File: src/rtl/td4_pkg.sv
// Shared types and opcode constants for the TD4 sequencer and its decoder.
package td4_pkg;

   localparam logic [3:0] OP_ADD_A   = 4'b0000;
   localparam logic [3:0] OP_MOV_AB  = 4'b0001;
   localparam logic [3:0] OP_IN_A    = 4'b0010;
   localparam logic [3:0] OP_MOV_A   = 4'b0011;
   localparam logic [3:0] OP_MOV_BA  = 4'b0100;
   localparam logic [3:0] OP_ADD_B   = 4'b0101;
   localparam logic [3:0] OP_IN_B    = 4'b0110;
   localparam logic [3:0] OP_MOV_B   = 4'b0111;
   localparam logic [3:0] OP_OUT_B   = 4'b1001;
   localparam logic [3:0] OP_OUT_IM  = 4'b1011;
   localparam logic [3:0] OP_JNC     = 4'b1110;
   localparam logic [3:0] OP_JMP     = 4'b1111;

   typedef enum logic [1:0] {FETCH, EXEC, PCINC} state_t;

   typedef enum logic [1:0] {SEL_A, SEL_B, SEL_IN, SEL_ZERO} sel_t;

   typedef enum logic [2:0] {DST_A, DST_B, DST_OUT, DST_PC, DST_NONE} dst_t;

endpackage

File: src/rtl/td4_decode.sv
// Opcode decoder: picks the adder's A operand, whether Im feeds the B operand,
// the write destination, and whether a jump is taken.
module td4_decode
   import td4_pkg::*;
(
   input  logic [3:0] opcode,
   input  logic       carry,
   output sel_t       sel,
   output logic       im_en,
   output dst_t       dst,
   output logic       jump_taken
);

   always_comb begin
      sel        = SEL_ZERO;
      im_en      = 1'b0;
      dst        = DST_NONE;
      jump_taken = 1'b0;
      case (opcode)
         OP_ADD_A:  begin sel = SEL_A;  im_en = 1'b1; dst = DST_A;   end
         OP_ADD_B:  begin sel = SEL_B;  im_en = 1'b1; dst = DST_B;   end
         OP_MOV_A:  begin               im_en = 1'b1; dst = DST_A;   end
         OP_MOV_B:  begin               im_en = 1'b1; dst = DST_B;   end
         OP_MOV_AB: begin sel = SEL_B;                dst = DST_A;   end
         OP_MOV_BA: begin sel = SEL_A;                dst = DST_B;   end
         OP_IN_A:   begin sel = SEL_IN;               dst = DST_A;   end
         OP_IN_B:   begin sel = SEL_IN;               dst = DST_B;   end
         OP_OUT_B:  begin sel = SEL_B;                dst = DST_OUT; end
         OP_OUT_IM: begin               im_en = 1'b1; dst = DST_OUT; end
         OP_JMP:    begin               im_en = 1'b1; dst = DST_PC; jump_taken = 1'b1; end
         // JNC looks at the flag as it stood before this EXEC rewrites it
         OP_JNC: begin
            im_en = 1'b1;
            if (!carry) begin
               dst        = DST_PC;
               jump_taken = 1'b1;
            end
         end
         default: ;
      endcase
   end

endmodule

File: src/rtl/td4_sequencer.sv
// TD4 control unit: owns the architectural registers and time-shares one
// external 4-bit adder between instruction execution and PC increment.
//
//   state | meaning
//   FETCH | adder idle; latch IR from ROM when step_en is high
//   EXEC  | adder computes the instruction result; C <- carry out
//   PCINC | adder computes PC + 1; C untouched
module td4_sequencer
   import td4_pkg::*;
(
   input  logic       clk,
   input  logic       n_reset,
   input  logic       step_en,
   output logic [3:0] rom_addr,
   input  logic [7:0] rom_data,
   input  logic [3:0] in_port,
   output logic [3:0] out_port,
   output logic [3:0] add_a,
   output logic [3:0] add_b,
   output logic       add_cin,
   input  logic [3:0] add_s,
   input  logic       add_cout,
   output logic [3:0] reg_a,
   output logic [3:0] reg_b,
   output logic       carry,
   output logic       instr_done
);

   state_t     state_q, state_d;
   logic [7:0] ir_q;
   logic [3:0] pc_q, a_q, b_q, out_q;
   logic       c_q, done_q;

   sel_t       sel;
   logic       im_en;
   dst_t       dst;
   logic       jump_taken;

   td4_decode u_decode (
      .opcode     (ir_q[7:4]),
      .carry      (c_q),
      .sel        (sel),
      .im_en      (im_en),
      .dst        (dst),
      .jump_taken (jump_taken)
   );

   always_comb begin
      add_a   = 4'd0;
      add_b   = 4'd0;
      add_cin = 1'b0;
      state_d = state_q;
      case (state_q)
         FETCH: if (step_en) state_d = EXEC;
         EXEC: begin
            case (sel)
               SEL_A:   add_a = a_q;
               SEL_B:   add_a = b_q;
               SEL_IN:  add_a = in_port;
               default: add_a = 4'd0;
            endcase
            add_b   = im_en ? ir_q[3:0] : 4'd0;
            state_d = jump_taken ? FETCH : PCINC;
         end
         PCINC: begin
            add_a   = pc_q;
            add_cin = 1'b1;
            state_d = FETCH;
         end
         default: state_d = FETCH;
      endcase
   end

   always_ff @(posedge clk or negedge n_reset) begin
      if (!n_reset) begin
         state_q <= FETCH;
         ir_q    <= 8'd0;
         pc_q    <= 4'd0;
         a_q     <= 4'd0;
         b_q     <= 4'd0;
         out_q   <= 4'd0;
         c_q     <= 1'b0;
         done_q  <= 1'b0;
      end else begin
         state_q <= state_d;
         done_q  <= (state_q == PCINC) || ((state_q == EXEC) && jump_taken);
         case (state_q)
            FETCH: if (step_en) ir_q <= rom_data;
            EXEC: begin
               c_q <= add_cout;
               case (dst)
                  DST_A:   a_q   <= add_s;
                  DST_B:   b_q   <= add_s;
                  DST_OUT: out_q <= add_s;
                  DST_PC:  pc_q  <= add_s;
                  default: ;
               endcase
            end
            PCINC: pc_q <= add_s;
            default: ;
         endcase
      end
   end

   assign rom_addr   = pc_q;
   assign out_port   = out_q;
   assign reg_a      = a_q;
   assign reg_b      = b_q;
   assign carry      = c_q;
   assign instr_done = done_q;

endmodule

File: config.mk
export PLATFORM = sky130hd
export DESIGN_NAME = td4_sequencer
export DESIGN_NICKNAME = d
export VERILOG_FILES = /design/src/rtl/td4_pkg.sv /design/src/rtl/td4_decode.sv /design/src/rtl/td4_sequencer.sv
export SDC_FILE = /design/constraint.sdc
export NUM_CORES = 1
export LEC_CHECK = 0
export ABC_AREA = 1
export CELL_PAD_IN_SITES_DETAIL_PLACEMENT = 1
export CELL_PAD_IN_SITES_GLOBAL_PLACEMENT = 1
export CORE_MARGIN = 3
export CORE_UTILIZATION = 36
export CTS_BUF_LIST = sky130_fd_sc_hd__clkbuf_4 sky130_fd_sc_hd__clkbuf_8
export DETAILED_ROUTE_END_ITERATION = 8
export PLACE_DENSITY = 0.88
export SYNTH_ARGS = -nofsm -noshare
export SYNTH_HDL_FRONTEND = slang
export SYNTH_SLANG_ARGS = --single-unit
File: constraint.sdc
create_clock -name clk -period 3.75 [get_ports clk]
set_clock_uncertainty 0.1 [all_clocks]
set_input_delay 0.75 -clock clk [delete_from_list [all_inputs] [get_ports clk]]
set_output_delay 0.75 -clock clk [all_outputs]
set_load 0.01 [all_outputs]
After elaboration in Yosys (flattened, before gate mapping)
Index checks and enable logic that the tools add are counted.
{ "word_totals": {"regBits": 28, "elab_cells": 63, "inputBits": 20} }
{ "classes": {"n_eq_ne": 20, "muxes": 16, "n_reduce_logical": 19} }
{ "op_table": {"columns": ["op", "n"], "rows": [
  ["$eq 4x3->1 const B", 4],
  ["$eq 4x4->1 const B", 4],
  ["$pmux 4 s2", 2],
  ["$pmux 3 s5", 1],
  ["$mux 4", 3],
  ["$pmux 4 s3", 1],
  ["$reduce_and 2->1", 5],
  ["$eq 4x2->1 const B", 2],
  ["$reduce_or 4->1", 2],
  ["$reduce_or 7->1", 1],
  ["$eq 3x2->1 const B", 2],
  ["$pmux 2 s3", 1],
  ["$reduce_or 2->1", 3],
  ["$eq 2x1->1 const B", 2],
  ["$eq 2x2->1 const B", 2],
  ["$eq 4x1->1 const B", 1],
  ["$logic_not 2->1", 2],
  ["$logic_not 4->1", 1],
  ["$mux 2", 2],
  ["$pmux 2 s2", 1],
  ["$eq 3x1->1 const B", 1],
  ["$logic_not 3->1", 1],
  ["$mux 1", 3],
  ["$mux 3", 1],
  ["7 further kinds", 7]
]} }

Logic depth before layout (Yosys ltp)
Gate-level depths: netlist (run 1).
{ "depth": {"ltp_word": 6, "mapped_depth": 6, "depth_no_buf": 6} }

Cells and area by module
From an unflattened synthesis (run 1), not the netlist that was laid out.
{ "unflattened": {"hier_cells": 175, "hier_area_um2": 1466.4} }
{ "by_module_without_submodules": {"columns": ["mod", "cells_each", "instances", "area_each_um2", "seq_area_each_um2"], "rows": [
  ["td4_sequencer", 152, 1, 1367.6, 700.7],
  ["td4_decode", 23, 1, 98.8, 0.0]
]} }

Least setup slack after synthesis (run 1)
No wires, ideal clock.
{ "synth_path": {"path_type": "input to output", "start": "in in_port[0]", "end": "out add_a[0]", "slack_ps": 1749, "path_buffers": 0, "path_stages": 4, "required_time_ps": 2900, "arrival_ps": 1151, "cell_sequence": "nand3_1 -> nand3_1 -> nand2_1 -> a21oi_1"} }
{ "synth_via": {"elab_chain_cells": 2} }
{ "synth_lines": {"columns": ["item", "line_no", "rtl"], "rows": [
  ["start, declared", "td4_sequencer.sv:16", "input logic [3:0] in_port,"],
  ["$pmux 4 s3", "td4_sequencer.sv:56", "case (sel)"],
  ["$pmux 4 s2", "td4_sequencer.sv:53", "case (state_q)"],
  ["end, declared", "td4_sequencer.sv:18", "output logic [3:0] add_a,"]
]} }
Every way passes these cells.

Final worst setup path (run 1)
{ "layout_path": {"start": "reg state_q[1]", "end": "out add_b[1]"} }
{ "layout_via": {"elab_chain_cells": 2} }
{ "layout_lines": {"columns": ["item", "line_no", "rtl"], "rows": [
  ["start, declared", "td4_sequencer.sv:29", "state_t state_q, state_d;"],
  ["start signal, assigned", "td4_sequencer.sv:85", "state_q <= state_d;"],
  ["$eq 2x1->1", "td4_sequencer.sv:53", null],
  ["$mux 4", "td4_sequencer.sv:53", null],
  ["end, declared", "td4_sequencer.sv:19", "output logic [3:0] add_b,"]
]} }
Every way passes these cells.

==> results of run 1 <==
-- cell usage in the layout (no fill, tap or decap) --
cell	instances
sky130_fd_sc_hd__nor2_2	2
sky130_fd_sc_hd__nand2_2	1
sky130_fd_sc_hd__nand2_1	32
sky130_fd_sc_hd__clkdlybuf4s50_1	46
sky130_fd_sc_hd__buf_4	1
sky130_fd_sc_hd__nand4_1	4
sky130_fd_sc_hd__o21ai_2	1
sky130_fd_sc_hd__nand3_1	15
sky130_fd_sc_hd__clkbuf_8	3
sky130_fd_sc_hd__a21oi_1	11
sky130_fd_sc_hd__mux2_2	2
sky130_fd_sc_hd__bufinv_16	1
sky130_fd_sc_hd__dfrtp_1	28
sky130_fd_sc_hd__ha_1	3
sky130_fd_sc_hd__o21ai_0	18
sky130_fd_sc_hd__nor2_1	13
sky130_fd_sc_hd__inv_1	20
sky130_fd_sc_hd__o211ai_1	2
sky130_fd_sc_hd__nand3_2	1
-- registers in the layout (all words and copies together), names as in the netlist --
| register | cells |
|---|---|
| instr_done | 1 |
| ir_q | 8 |
| out_port | 4 |
| rom_addr | 4 |
| state_q | 2 |
| reg_a | 4 |
| reg_b | 4 |
| carry | 1 |
-- layer usage --
layer	vias up	routed length, um
li1	604	-
met1	610	1690
met2	33	2100
met3	2	136
met4	0	19
met5	-	0
-- final cells by class --
type / instances / area (um2) / share of cell area (%)
flip-flops and latches: 28 / 701 / 36.9
multi-input cells: 105 / 527 / 27.7
repair buffers: 47 / 468 / 24.6
inverters: 20 / 75.1 / 3.95
well taps: 46 / 57.6 / 3.03
clock buffers: 3 / 41.3 / 2.17
clock inverters: 1 / 30.0 / 1.58
-- cells by family after synthesis --
| group | after synthesis |
|---|---|
| AO/OA/AOI/OAI | 32 |
| adder cells (fa/ha/maj) | 3 |
| buffers and inverters | 23 |
| flip-flops | 28 |
| multiplexers | 2 |
| AND/OR/NAND/NOR | 68 |
-- power by group --
group / internal, mW / leakage, nW / total [mW] / switching (mW)
Combinational: 0.361 / 0.489 / 0.760 / 0.398
Sequential: 0.450 / 0.333 / 0.583 / 0.133
Clock: 0.143 / 0.0357 / 0.237 / 0.0946
-- how the worst max path moves through the flow --
stage          slack, ns       end                    from  cells past startpoint
2_1_floorplan       1.75  add_a[0]              in_port[0]                      4
3_3_place_gp        0.75  add_a[1]              in_port[1]                      6
3_5_place_dp        0.72  add_a[1]              in_port[1]                      6
4_1_cts             0.60  add_b[1]  state_q[1]$_DFFE_PN0P_                      5
5_1_grt             0.47  add_b[1]  state_q[1]$_DFFE_PN0P_                      5
6_report            0.65  add_b[1]  state_q[1]$_DFFE_PN0P_                      5
-- worst register-to-register path, cell delays in order, from the launching register on --
cell and delay (ns):
sky130_fd_sc_hd__dfrtp_1 0.40, sky130_fd_sc_hd__inv_1 0.11, sky130_fd_sc_hd__ha_1 0.48, sky130_fd_sc_hd__nand3_1 0.33
sky130_fd_sc_hd__o21ai_0 0.28
-- per-stage QoR --
step / power [mW] / cells
final: 1.58 / 250
after global routing: 1.72 / 250
after CTS: 1.60 / 250
after detailed placement: 1.35 / 246
after global placement: 1.30 / 246
after floorplan: 0.949 / 156
==> results.txt, run 1 <==
- The number of antenna diodes in the final layout is 0.
- Routed WL: 3940 um
- In this run the register-to-register setup slack is 1.96 ns.
- Hold repair after CTS inserted 0 buffers.
- Final worst path period need: 3.10 ns
- The share of synthesized area in the top cell type comes to 53.0%.
- Hold EP: ir_q[1]$_DFFE_PN0P_
* Pin count of the biggest net entering global routing: 29
* Via Count: 1249
- Initial Util: 38.4%
* Largest family of logic cells by synthesized area: simple AND/OR/NAND/NOR gates
* Slew at the pin closest to its max-slew limit: 0.502 ns
- Cell chosen for the clock root: sky130_fd_sc_hd__clkbuf_8
- Max_slew headroom: 66.5%
* Final Setup Violations: 0
- The clock passes through at most 2 buffers.
- Power per standard cell area: 832 nW/um2
* Met2 Resource Use GR: 38.0%
* Count of synthesis-stage warnings from yosys: 0
- Reg-to-reg startpoint: state_q[1]$_DFFE_PN0P_
- Of the total synthesized cell area, the portion taken by AND, OR, NAND and NOR gates is 22.5%.
- Antenna Nets Post-Route: 0
* Number of buffers added for setup after CTS: 0
* Commonest register cell after synthesis: sky130_fd_sc_hd__dfrtp_1
* Max VDD drop: 0.305 mV
* Post-Place Setup Slack: 0.721 ns
* Quantity of gates resized following cts: 0
- Gate family responsible for the most delay along the worst path: buffers and inverters
* TritonCTS Buffers: 3
- The final-report hold violation count was 0.
* Clock tree from TritonCTS: yes
* Total routing resource utilization after global routing: 20.1%
* Average wire per cell in the routed design: 15.8 um
- Count of standard-cell rows: 21
* Drt via density: 5.00
- Post-DP HPWL: 3020 um
- The tool flagged a number of max-cap violations equal to 0.
- Overall die width: 66.6 um
- After synthesis, the netlist uses 17 different library cells.
- Destination of the worst register-to-register timing path: out_port[0]$_DFFE_PN0P_
- For this run, global-route usage on met3 was measured as 2.19%.
- In this run the count of I/O pins placed on the die edge is 47.
* Required time worst endpoint: 2.90 ns
* Synth top area cells: sky130_fd_sc_hd__dfrtp_1 53%, sky130_fd_sc_hd__nand2_1 9.1%, sky130_fd_sc_hd__o21ai_0 6.8%
* Total die area: 4440 um2
- The synthesized netlist devotes 2.84% of its cell area to adder and majority cells.
- Count of clock tree sinks: 28
- In this run the number of H-tree levels came out at 1.
* Count of buffers inserted at the top-level ports: 46
- The filler cells instantiated in the layout total 414.
* Tcrit/Tclk final: 82.8%
* Setup_tns: 0 ns
- Of the total synthesized cell area, the portion taken by XOR and XNOR cells is 0%.
- Relative to the synthesized area, the layout overhead comes to 43.6%.
* Part of the Yosys area used for sequential elements: 53.0%
* Final net count: 228
- In the synthesized netlist the async set-or-reset flop fraction comes to 100%.
- The worst hold path passes through 2 cells.
- Fraction of synthesized area in multiplexers: 1.70%
- The worst path meets setup with 0.646 ns of slack.
* Final Instance Area: 1900 um2
- The final number of max-transition violations was 0.
- Largest fanout of any net on the critical path: 12
- Clock latency on the worst-skew pair, taken at its later pin, is 0.27 ns.
- For this run, design rule violations remaining after detail routing come to 0.
- The tightest min-delay check is of the register to register type.
* Total of flip-flops plus latches after synthesis: 28
* Global-route congestion overflow total: 0
- Based on the critical path, the design can be clocked at up to 322 MHz.
* CP arrival: 2.25 ns
- Core region area: 3440 um2
* Peak per-stage delay on the critical path: 0.55 ns
* Setup repair after global routing missed its margin: false
* Chip Height: 66.6 um
- Synthesized netlist net count: 179
- The flow ran to the end, and the final reports show no timing, DRC or antenna violations.
- At the end of the flow the core is filled with cells to 55.2%.
- In this run the cell area measured after placement is 1830 um2.
- Routability-driven placement finished with a final weighted congestion of 0.819.
- Reported leakage power: 0.858 nW
- Summed over all instances, the cell type with the most area after synthesis is sky130_fd_sc_hd__dfrtp_1.
- Counting every instance in the synthesized netlist gives 156.
* Met1 track demand over resource in global routing: 24.1%
- Combined area of all synthesized cells: 1320 um2
- Complex-gate fraction of the synthesized area: 12.8%
- Clock-pin transition on the worst setup and hold timing paths: 0.10 ns
- Critical-path cell list: inv_1 -> ha_1 -> o211ai_1 -> nor2_1 -> clkdlybuf4s50_1
* Critical path class: register to output port
- First-pass iteration count of the detailed router: 4
- DRC violation total after the first TritonRoute iteration: 32
* Wire length of the first global-routing pass: 6750 um
- Critical Path End Type: output port
- Post-synth EDFFs: 0
- Top cells by instance count after synthesis: 32 x sky130_fd_sc_hd__nand2_1, 28 x sky130_fd_sc_hd__dfrtp_1, 20 x sky130_fd_sc_hd__inv_1
* Most repeated cell in the gate-level netlist after synthesis: sky130_fd_sc_hd__nand2_1
- CP Launch Type: register
- The number of cells on the worst reg-to-reg path is 4.
- The slowest stage of the critical path belongs to the cell sky130_fd_sc_hd__clkdlybuf4s50_1.
- After synthesis, the mean cell area works out to 8.48 um2.
- The startpoint identified for the worst hold timing path is ir_q[1]$_DFFE_PN0P_.
- Sum of buffers and inverters on the critical path: 2
* Initial antenna violation count: 0
* Peak-usage layer in the global routing report: met2
- Across all hold checks on the routed design, the worst slack comes to 0.421 ns.
- The number of global-route vias before repair came to 1453.
- Layout cells sized above 1: 5.88%
No activity file was read; power rests on OpenSTA's default activity.
==> run 2, diff against run 1 <==
Settings changed: CORE_UTILIZATION 36 to 30, PLACE_DENSITY 0.88 to 0.78.
Clock period 3.75 ns to 2.6 ns, I/O delays scaled along.
==> results.txt, run 2 (synthesis gave the netlist of run 1 again) <==
- Cts hold-fix bufs: 0 (unchanged)
* CP Launch Type: input pin
* Final Setup Violations: 0 (unchanged)
- The critical path data arrival time is 1.88 ns (-0.37 ns).
- First-pass iteration count of the detailed router: 4 (unchanged)
* Combined area of the multi-input logic cells: 558 um2 (+5.9%)
- Overall die width: 72.4 um (+8.7%)
- Hold Vio Cnt, Final: 0 (unchanged)
- Number of instances on the worst hold path: 2 (unchanged)
- The global-route track usage on met3 is 2.35% (+0.16 points).
* Count of clock tree sinks: 28 (unchanged)
- The cell count of the worst reg-to-reg path came to 5 (+1).
* H-tree levels: 1 (unchanged)
- Destination of the worst register-to-register timing path: out_port[3]$_DFFE_PN0P_
- The stage delay of the slowest cell on the critical path is 0.55 ns (about the same).
- Count of buffers inserted at the top-level ports: 46 (unchanged)
- Routed WL: 3810 um (-3.4%)
* Inserted Diodes: 0 (unchanged)
* Chip Height: 72.4 um (+8.7%)
* Antenna Nets Post-Route: 0 (unchanged)
* Met2 Resource Use GR: 25.7% (-12 points)
- The violation count after the first detailed-route iteration came to 46 (+44%).
- Most common cell after layout, fill and taps aside: sky130_fd_sc_hd__clkdlybuf4s50_1
* Peak-usage layer in the global routing report: met2
- Clock-pin transition on the worst setup and hold timing paths: 0.10 ns (about the same)
- The root buffer cell chosen for the clock tree is sky130_fd_sc_hd__clkbuf_8.
- Met1 track demand over resource in global routing: 19.5% (-4.6 points)
* Count of standard-cell rows: 23 (+9.5%)
- The routed via count divided by cell count came to 4.78 (-4.4%).
- The share of final-layout standard cells stronger than drive strength 1 is 11.8% (+6.0 points).
- The maximum fanout count along the critical path came to 1 (-11).
- Max-slew violation count: 0 (unchanged)
- The maximum buffer depth of the clock tree was 2 (unchanged).
- The register area came to 704 um2 (+0.54%).
- The setup slack of the most critical reg-to-reg path was 1.03 ns (-0.93 ns).
- The path with the worst hold slack has its endpoint at out_port[2]$_DFFE_PN0P_.
* Max_slew headroom: 74.6% (+8.1 points)
- The initial core utilization was 32.1% (-6.3 points).
* Number of ports placed on the die boundary: 47 (unchanged)
- Compared with the post-synthesis result, the final layout area differs by 50.0%.
* Residual DRC: 0 (unchanged)
- The top cell types in the final layout, fill and taps aside, are 41 x sky130_fd_sc_hd__clkdlybuf4s50_1, 32 x sky130_fd_sc_hd__nand2_1, 25 x sky130_fd_sc_hd__dfrtp_1.
* Max VDD drop: 0.398 mV (+31%)
* Critical Path End Type: output port
- Core region area: 4120 um2 (+20%)
- Number of filler instances in the final layout: 488 (+18%)
- Number of cells after detailed placement: 255 (+3.7%)
- Ranked by flip-flop count, first place goes to ir_q.
* Reg-to-reg startpoint: state_q[1]$_DFFE_PN0P_
- Critical path class: input pin to output port
* Number of global-route vias before repair: 1297 (-11%)
* Required time worst endpoint: 1.98 ns (-0.92 ns)
- The final weighted congestion in routability-driven placement was 0.751 (-8.2%).
* Final worst path period need: 2.50 ns
- Via Count: 1247 (-0.16%)
* Reported leakage power: 0.959 nW (+12%)
- Startpoint of the worst hold path: out_port[2]$_DFFE_PN0P_
- The power density normalized to cell area was 1160 nW/um2 (+39%).
* Tcrit/Tclk final: 96.1%
- Source-to-sink clock delay at the later pin of the worst-skew pair: 0.28 ns (about the same)
- The first-pass GRT wire length came to 6090 um (-9.8%).
- Post-DP HPWL: 2800 um (-7.2%)
* MaxCap Viol Count: 0 (unchanged)
- Non-Filler Instances: 261 (+4.4%)
* Average wire per cell in the routed design: 14.6 um (-7.5%)
* Final net count: 235 (+3.1%)
- Static timing analysis puts the maximum clock frequency at 400 MHz.
- TritonCTS Buffers: 3 (unchanged)
* Critical-path cell list: clkdlybuf4s50_1 -> nand3_1 -> nand3_1 -> nand2_1 -> a21oi_1 -> clkdlybuf4s50_1
- The total die area was 5240 um2 (+18%).
* Total routing resource utilization after global routing: 15.1% (-5.0 points)
* Class of the most critical hold timing path: register to register
- Setup_tns: 0 ns (unchanged)
- The total global routing overflow is 0 (unchanged).
* Initial antenna violation count: 0 (unchanged)
* Number of flip-flops under the largest register name: 8 (unchanged)
* Outcome: completed
* Slowest cell on the critical path: sky130_fd_sc_hd__clkdlybuf4s50_1
* Clock tree from TritonCTS: yes
- The pin count of the biggest net entering global routing came to 29 (unchanged).
- The worst-margin pin slew was 0.381 ns (-0.121 ns).
* Setup repair after global routing missed its margin: false
-- run 2: worst max path at each step --
stage                            from       end  slack, ns  cells past startpoint
2_1_floorplan  state_q[1]$_DFFE_PN0P_  add_b[0]       0.84                      5
3_5_place_dp               in_port[3]  add_a[3]       0.05                      6
4_1_cts           ir_q[7]$_DFFE_PN0P_  add_a[3]       0.04                      6
6_report                   in_port[2]  add_a[2]       0.10                      6
5_1_grt           ir_q[7]$_DFFE_PN0P_  add_a[2]      0.002                      6
3_3_place_gp               in_port[3]  add_a[3]       0.05                      6
-- run 2: per-layer routing --
| layer | part of all wire (%) | up-vias |
|---|---|---|
| met5 | 0 | - |
| met4 | 1.4 | 0 |
| met3 | 4.3 | 5 |
| met2 | 47 | 30 |
| met1 | 48 | 590 |
| li1 | - | 622 |
-- run 2: power breakdown --
group          switching (mW)  total [mW]  leakage (nW)  internal, mW
Combinational           0.600        1.18         0.600         0.584
Clock                   0.143       0.279        0.0288         0.136
Sequential              0.180       0.834         0.330         0.654
Total                   0.923        2.30         0.959          1.37
-- run 2: repair_timing --
action                     in CTS  in global routing
setup endpoints to repair       4                  8
resized for setup               2                 12
pin swaps                       0                  1
hold endpoints to repair        0                  0
cloned                          0                  1
buffers inserted                0                  1
-- run 2: worst max-delay path: cells and delay by family --
family / cells / cell delay (ns)
buf+inv: 2 / 1.01
simple gates: 3 / 0.23
compound gates: 1 / 0.11
-- run 2: final cells by class --
cell class	count	area share [%]
inverters	20	3.97
multi-input cells	106	28.1
clock buffers	4	2.77
flip-flops and latches	28	35.5
well taps	50	3.15
repair buffers	53	26.5
-- run 2: metrics by stage --
stage / util [%] / total power [mW] / hold WS [ns] / cell area (um2) / worst slack (ns)
2_1_floorplan: - / 1.37 / 0.124 / 1320 / 0.838
3_3_place_gp: 45.5 / 1.94 / 0.376 / 1870 / 0.0511
3_5_place_dp: 45.5 / 1.98 / 0.383 / 1870 / 0.0499
4_1_cts: 47.0 / 2.28 / 0.410 / 1930 / 0.0376
5_1_grt: 48.2 / 2.47 / 0.426 / 1980 / 0.00159
6_report: 48.2 / 2.30 / 0.403 / 1980 / 0.102
==> run 3, diff against run 2 <==
Clock period 2.6 ns to 2 ns, I/O delays scaled along.
==> results.txt, run 3 (synthesis gave the netlist of run 1 again) <==
* Outcome: complete, but fails checks
- Failing checks: negative setup slack
- Final net count: 246 (+4.7%)
- Class of the most critical hold timing path: register to register
- Combined area of the multi-input logic cells: 571 um2 (+2.2%)
- The worst setup path is launched from a register.
* Inserted Diodes: 0 (unchanged)
- The final cell count without fillers was 272 (+4.2%).
- The max-capacitance violation count was 0 (unchanged).
* Chip Height: 72.4 um (unchanged)
- Clock buffer depth: 2 (unchanged)
- The register area came to 702 um2 (-0.36%).
- Critical Path End Type: output port
- Slowest cell on the critical path: sky130_fd_sc_hd__dfrtp_1
- The met1 global-route usage was 21.5% (+2.0 points).
- The via count of the routed design is 1303 (+4.5%).
- Post-DP HPWL: 2980 um (+6.3%)
- The final number of max-transition violations came to 0 (unchanged).
- After layout, the worst path uses 100% of the clock period.
- Static timing analysis puts the maximum clock frequency at 499 MHz.
* CP arrival: 1.50 ns (-0.38 ns)
- The area growth from synthesis to layout is 54.2%.
- Reported leakage power: 0.959 nW (about the same)
- The worst setup path is of the register to output port kind.
- Overall die width: 72.4 um (unchanged)
* Met3 layer usage reported by global route: 2.22% (-0.14 points)
* Clock-pin transition on the worst setup and hold timing paths: 0.10 ns (about the same)
- The design area came to 2040 um2 (+2.8%).
- Number of flip-flops under the largest register name: 8 (unchanged)
- Final Setup Violations: 1 (+1)
* Max VDD drop: 0.610 mV (+53%)
- The number of standard-cell rows in the floorplan was 23 (unchanged).
- The cell that appears most often on the critical path is sky130_fd_sc_hd__nand2_2.
- Total Power Consumption: 3.13 mW (+36%)
* Peak per-stage delay on the critical path: 0.45 ns (-0.10 ns)
- Initial Util: 32.1% (unchanged)
- The share of final-layout standard cells stronger than drive strength 1 came to 24.3% (+12 points).
- Most common cell after layout, fill and taps aside: sky130_fd_sc_hd__clkdlybuf4s50_1
* Total die area: 5240 um2 (unchanged)
- The post-route setup TNS came to -0.00450 ns (-0.00450 ns).
* Count of clock tree sinks: 28 (unchanged)
- The routed wire length was 3990 um (+4.8%).
* Source-to-sink clock delay at the later pin of the worst-skew pair: 0.27 ns (about the same)
- Launch point of the worst path: ir_q[7]$_DFFE_PN0P_
* Core region area: 4120 um2 (unchanged)
* Number of cells after detailed placement: 267 (+4.7%)
* Setup repair after global routing missed its margin: true
* Hold Vio Cnt, Final: 0 (unchanged)
* Largest register by flop count: ir_q
- The worst register-to-register path begins at state_q[1]$_DFFE_PN0P_.
* Residual DRC: 0 (unchanged)
- Critical-path cell list: buf_6 -> inv_4 -> nand2_2 -> nand2_2 -> o211ai_1 -> buf_4 -> nor2_1 -> buf_2
* Cell chosen for the clock root: sky130_fd_sc_hd__clkbuf_8
* Number of ports placed on the die boundary: 47 (unchanged)
* Drt via density: 4.79 (+0.27%)
- Placer Congestion: 0.794 (+5.7%)
- The met2 track demand over resource was 27.9% (+2.2 points).
- The relative max-transition margin came to 75.4% (+0.73 points).
* Largest fanout of any net on the critical path: 4 (+3)
- Antenna Nets Post-Route: 0 (unchanged)
- The violation count after the first detailed-route iteration is 33 (-28%).
- The first-pass GRT wire length came to 6640 um (+9.1%).
- Number of filler instances in the final layout: 504 (+3.3%)
- The count of input and output buffers came to 46 (unchanged).
- Required time worst endpoint: 1.50 ns (-0.48 ns)
* TritonCTS Buffers: 3 (unchanged)
- The count of H-tree levels built during CTS came to 1 (unchanged).
- Average wire per cell in the routed design: 14.7 um (+0.57%)
- Final worst path period need: 2.00 ns
- The number of optimization iterations in the first detailed-route pass was 4 (unchanged).
* Peak-usage layer in the global routing report: met2
- The power density normalized to cell area came to 1540 nW/um2 (+33%).
- In the layout the commonest cells are 37 x sky130_fd_sc_hd__clkdlybuf4s50_1, 30 x sky130_fd_sc_hd__nand2_1, 27 x sky130_fd_sc_hd__dfrtp_1.
* Final setup slack of the worst path: -0.00450 ns (-0.107 ns)
* Startpoint of the worst hold path: out_port[3]$_DFFE_PN0P_
* Pin count of the biggest net entering global routing: 29 (unchanged)
- The number of global-route vias before repair came to 1435 (+11%).
* Initial antenna violation count: 0 (unchanged)
* Clock tree from TritonCTS: yes
- Total routing resource utilization after global routing: 16.1% (+1.0 points)
* Slew at the pin closest to its max-slew limit: 0.370 ns (-0.0110 ns)
- Global-route congestion overflow total: 0 (unchanged)
* Area after DPL: 1960 um2 (+4.8%)
[run 3: cell count changes in the layout (fill, tap and decap cells not counted), sizes merged]
cell	before	now
buf	7	27
clkdlybuf4s50	41	37
clkinvlp	1	0
dlygate4sd2	0	1
dlymetal6s2s	5	0
inv	19	20
nor2	16	15
[run 3: final cells by class]
class,instances,share of cell area [%]
Multi-Input combinational cell,105,28.0
Tap cell,50,3.07
Inverter,20,3.93
Timing Repair Buffer,65,27.9
Clock buffer,4,2.70
Sequential cell,28,34.4
[run 3: worst paths after layout]
check / to / slack, ns / cells past startpoint
worst max-delay path: add_b[2] / -0.004 / 8
worst min-delay path: out_port[3]$_DFFE_PN0P_ / 0.41 / 2
worst max register to register: out_port[1]$_DFFE_PN0P_ / 0.46 / 5
worst min register to register: out_port[3]$_DFFE_PN0P_ / 0.41 / 2
max in group asynchronous: ir_q[6]$_DFFE_PN0P_ / 1.10 / 2
min in group asynchronous: ir_q[2]$_DFFE_PN0P_ / 0.42 / 2
[run 3: layer usage]
metal | vias to the layer above | share of wire (%)
li1 | 643 | -
met1 | 627 | 45
met2 | 31 | 50
met3 | 2 | 4.4
met4 | 0 | 0.45
met5 | - | 0
[run 3: worst max-delay path: cells and delay by family, from the launching register on]
family / cells / cell delay (ns)
AO/OA/AOI/OAI: 1 / 0.18
flip-flops: 1 / 0.45
buffers and inverters: 4 / 0.48
AND/OR/NAND/NOR: 3 / 0.12
[run 3: repair_timing]
| item | 4_1_cts | 5_1_grt |
|---|---|---|
| resized for setup | 42 | 12 |
| gates cloned | 0 | 0 |
| endpoints found under the setup margin | 9 | 8 |
| buffers inserted | 1 | 1 |
| pin swaps | 1 | 1 |
| hold buffers | 0 | 0 |
[run 3: where the power goes]
part	internal, mW	switching [mW]
registers	0.846	0.220
logic	0.852	0.857
clock network	0.176	0.182
total	1.87	1.26
[run 3: through the flow]
stage                     hold WS, ns  worst slack, ns  util (%)
final                           0.415         -0.00450      49.6
after global routing            0.445           -0.109      49.6
after CTS                       0.416          0.00837      48.6
after detailed placement        0.389           -0.295      47.6
after global placement          0.375           -0.287      47.6
after floorplan               0.00441            0.358         -
